==> config.mk <==
export PLATFORM = sky130hd
export DESIGN_NAME = output_arbiter
export DESIGN_NICKNAME = d
export VERILOG_FILES = /design/src/rtl/output_arbiter.sv
export SDC_FILE = /design/constraint.sdc
export NUM_CORES = 1
export LEC_CHECK = 0
export CELL_PAD_IN_SITES_DETAIL_PLACEMENT = 1
export CELL_PAD_IN_SITES_GLOBAL_PLACEMENT = 1
export CORE_MARGIN = 2
export CORE_UTILIZATION = 48
export CTS_BUF_LIST = sky130_fd_sc_hd__clkbuf_8 sky130_fd_sc_hd__clkbuf_16
export DETAILED_ROUTE_END_ITERATION = 7
export PLACE_DENSITY_LB_ADDON = 0.1
export SLEW_MARGIN = 25
export SYNTH_ARGS = -nofsm -noshare
export SYNTH_HDL_FRONTEND = slang
export SYNTH_SLANG_ARGS = --single-unit
export TNS_END_PERCENT = 50
==> constraint.sdc <==
create_clock -name clk -period 7 [get_ports clk]
set_input_delay 0.7 -clock clk [delete_from_list [all_inputs] [get_ports clk]]
set_output_delay 0.7 -clock clk [all_outputs]
set_load 0.02 [all_outputs]
==> src/rtl/output_arbiter.sv <==
`default_nettype none
// ============================================================================
//  Module      : output_arbiter
//  Description : Two-requester round-robin arbiter feeding a small FIFO whose
//                head word is offered downstream over a valid/ready handshake.
//                Requester 0 is the writeback path, requester 1 debug/trace.
//  Revision    : 1.0 - initial release
// ============================================================================
module output_arbiter #(
  parameter int DEPTH = 4,
  parameter int WIDTH = 32
) (
  input  logic                      clk,
  input  logic                      rst,
  input  logic                      req0_valid,
  input  logic signed [WIDTH-1:0]   req0_data,
  output logic                      req0_ready,
  input  logic                      req1_valid,
  input  logic signed [WIDTH-1:0]   req1_data,
  output logic                      req1_ready,
  output logic                      y_valid,
  output logic signed [WIDTH-1:0]   y,
  input  logic                      y_ready,
  output logic [$clog2(DEPTH):0]    count
);

  localparam int AW = $clog2(DEPTH);
  localparam int CW = $clog2(DEPTH) + 1;
  localparam logic [CW-1:0] C_DEPTH = CW'(DEPTH);

  // Storage and bookkeeping state
  logic signed [WIDTH-1:0] r_mem [DEPTH];
  logic [AW-1:0]           r_wr_ptr;
  logic [AW-1:0]           r_rd_ptr;
  logic [CW-1:0]           r_count;
  logic                    r_last_grant;

  // Combinational decode
  logic                    w_full;
  logic                    w_empty;
  logic                    w_grant0;
  logic                    w_grant1;
  logic                    w_push0;
  logic                    w_push1;
  logic                    w_push;
  logic                    w_pop;
  logic signed [WIDTH-1:0] w_push_data;

  // Arbitration and handshake decode; ready depends only on registered state
  // and the requesters' valids, never on y_ready.
  always_comb begin
    w_full      = (r_count == C_DEPTH);
    w_empty     = (r_count == '0);
    // Under contention the requester that did not win last time is granted.
    w_grant0    = req0_valid && (!req1_valid || r_last_grant);
    w_grant1    = req1_valid && (!req0_valid || !r_last_grant);
    req0_ready  = w_grant0 && !w_full;
    req1_ready  = w_grant1 && !w_full;
    w_push0     = req0_valid && req0_ready;
    w_push1     = req1_valid && req1_ready;
    w_push      = w_push0 || w_push1;
    w_push_data = w_push1 ? req1_data : req0_data;
    w_pop       = !w_empty && y_ready;
  end

  // Head-of-FIFO presentation; the output is forced to zero when empty.
  always_comb begin
    y_valid = !w_empty;
    y       = w_empty ? '0 : r_mem[r_rd_ptr];
    count   = r_count;
  end

  // Pointer, occupancy and fairness state; a stalled grant leaves last_grant.
  always_ff @(posedge clk) begin
    if (rst) begin
      r_wr_ptr     <= '0;
      r_rd_ptr     <= '0;
      r_count      <= '0;
      r_last_grant <= 1'b1;
    end else begin
      if (w_push) begin
        r_wr_ptr     <= r_wr_ptr + AW'(1);
        r_last_grant <= w_push1;
      end
      if (w_pop) begin
        r_rd_ptr <= r_rd_ptr + AW'(1);
      end
      case ({w_push, w_pop})
        2'b10:   r_count <= r_count + CW'(1);
        2'b01:   r_count <= r_count - CW'(1);
        default: r_count <= r_count;
      endcase
    end
  end

  // Storage write; contents need no reset because count gates visibility.
  always_ff @(posedge clk) begin
    if (w_push) begin
      r_mem[r_wr_ptr] <= w_push_data;
    end
  end

endmodule
`default_nettype wire

==> metrics <==
outcome=finished, final reports clean; storage element area=0.004046 sq mm; Die X=115.0 um; mapped cell area=0.005917 sq mm; setup repair after global routing missed its margin=false; First-pass DRT Iterations=4; wire per inst=20.30 um; Pleak=0.002699 uW; die height=115.0 um; Final setup viols=0; Clock Pin Slew Worst Setup and Hold Paths=0.06 ns; sw frac=30.80%; Syn Inst Count=299; Crit path required time=6.30 ns; worst rel slew slack=38.74%; Worst Path Max Fanout=26; first-pass GRT wire length=18.27 mm; share of post-route cells with drive strength above 1=25.65%; largest net degree at the start of global routing=36; Cell Area, Placed=0.007076 sq mm; Distinct cells, synth=31; CP Capture Type=output port; FP Rows=40; Buffers on Ports=106; synthesized area per cell=19.79 sq um; total power=3075 uW; syn nets=374; Max Root-Sink Buffers=2; Num Clock Sinks=138; reg-to-reg slack, setup=4.41 ns; power share of the clock group=26.9%; cell depth of the worst hold path=2; Comb power frac=35.2%; via count=3,109; Worst Tran Pin Value=0.9189 ns; Final Routed Wirelength=11.61 mm; post_cts resized=0; Final Critical Period=3.409 ns; post-synthesis register bit count=138; Die ar.=0.01323 sq mm; GRT overflow=0; antenna-violating nets left=0; post-DR vias/cell=5.435; core area=0.01201 sq mm; Flop pwr share=37.9%; Worst Path Class, Setup=register to output port; All-Layer GR Usage=19.24%; TritonCTS clock tree=built; post-synthesis sequential area ratio=68.34%; final net count=487; P&R area growth vs syn=28.97%; H-tree depth=4; 1st-iter DRT viols=195; gpl congestion=0.7087; vias in the first global route=3,424; PwrDens=403.0 mW/mm^2; Diodes inserted=0; Max Cap Viol=0; total CTS buffers=17; Critical Path AT=2.71 ns; area occupied by multi-input gates=0.001735 sq mm; CP startpoint kind=register; hold_buf cts=0; setup TNS=0 ns; max-slew violation count=0; switching power=947.2 uW; initial antenna violation count=0; CTS Root Cell=clkbuf_16; internal power=2128 uW; Ys Warns=0; drt drc=0; final period utilization=48.69%; VDD IR max=0.1963 mV; Ports=107; final-report hold violation count=0; final instance area=0.007631 sq mm; detailed placement HPWL=7.060 mm; Layout Skew=0.006467 ns; HP Class=register to register; filler cell count in the final layout=1,046; Worst-Skew Late Latency=0.42 ns; initial core utilization=49.26%; Post-CTS Setup Inserts=0; depth of the most critical reg-to-reg path=9; Fmax=0.2934 GHz
layer usage:
layer | GRT usage [%] | vias up | part of all wire [%]
met3 | 5.324 | 18 | 3.6
met5 | 0 | - | 0
li1 | - | 1404 | -
met1 | 22.29 | 1604 | 40
met4 | 7.952 | 0 | 1.9
met2 | 33.84 | 83 | 54
through the flow:
step / setup WS (ns) / hold WS, ns / std cells / utilization [%]
after detailed placement: 3.629 / 0.4804 / 540 / 58.91
after global placement: 3.698 / 0.4611 / 540 / 58.91
after floorplan: 4.524 / 0.4591 / 299 / -
final: 3.591 / 0.4979 / 572 / 63.53
after global routing: 3.391 / 0.5428 / 572 / 63.53
after CTS: 3.489 / 0.5069 / 572 / 63.53
power groups by stage:
stage	Clock (uW)	Sequential, uW	Combinational [uW]
after floorplan	0	1150	693
after global placement	0	1170	1090
after detailed placement	0	1180	1100
after CTS	843	1170	1110
after global routing	879	1180	1160
final	828	1160	1080
area by class of cell:
cell class                      instances  area share [%]
Clock buffer                           17           5.575
Clock inverter                         15           1.705
Inverter                                9          0.4427
Multi-Input combinational cell        138           22.74
Sequential cell                       138           53.03
Tap cell                              147           2.410
Timing Repair Buffer                  108           14.10
flip-flops by register name (all words and copies together) (netlist names), named ones only:
signal and count:
count 3, r_rd_ptr 2, r_wr_ptr 2, r_last_grant 1
r_mem 128
cell families after synthesis:
group                      Yosys count  synth area share (%)
DFF                                138                 68.34
muxes                               66                 20.47
and+or+nand+nor                     55                 5.984
buffers and inverters               23                 2.495
AOI/OAI and AO/OA                    8                0.8670
adders and majority gates            6                 1.396
xor gates and xnor gates             3                0.4441
worst paths after layout:
path | startpoint | end
max | register | y[15]
min | r_rd_ptr[1] | register
max reg2reg | count[2] | count[2]
min reg2reg | r_rd_ptr[1] | register
cells in the final DEF, fill, tap and decap left out, types with 5 or more instances in the layout:
cell             netlist  final
edfxtp_1             128    128
clkdlybuf4s50_1        0    106
mux4_2                32     32
mux2_4                29     29
and2b_1               17     17
clkbuf_16              0     17
nor2b_1               16     16
inv_1                  9     10
nor2_1                 8      8
dfxtp_1               10      8
ha_1                   5      5
clkinv_4               0      5
critical path, stage by stage, from the launching register on:
cell and delay, ns:
dfxtp_2 0.47, buf_4 0.51, mux4_2 0.58, and2b_1 0.20
clkdlybuf4s50_1 0.54
cells in the mapped netlist, drive strengths merged:
cell type	n	share of area, %
mux2	33	8.1
a221o	1	0.19
nor2b	16	1.7
nor3	1	0.085
nand2	3	0.19
mux4	32	12
nand3	1	0.30
edfxtp	128	65
a21oi	3	0.25
dfxtp	10	3.4
and2	4	0.42
or3b	1	0.19
xor2	3	0.44
nor2	8	0.51
buf	10	1.7
o21ai	2	0.17
clkbuf	4	0.25
ha	5	1.1
inv	9	0.57
o21a	1	0.13
fa	1	0.34
and2b	17	2.2
o31ai	1	0.13
mux2i	1	0.17
nand2b	2	0.21
or3	2	0.23
Note: power is estimated with default switching activity, not from simulation.
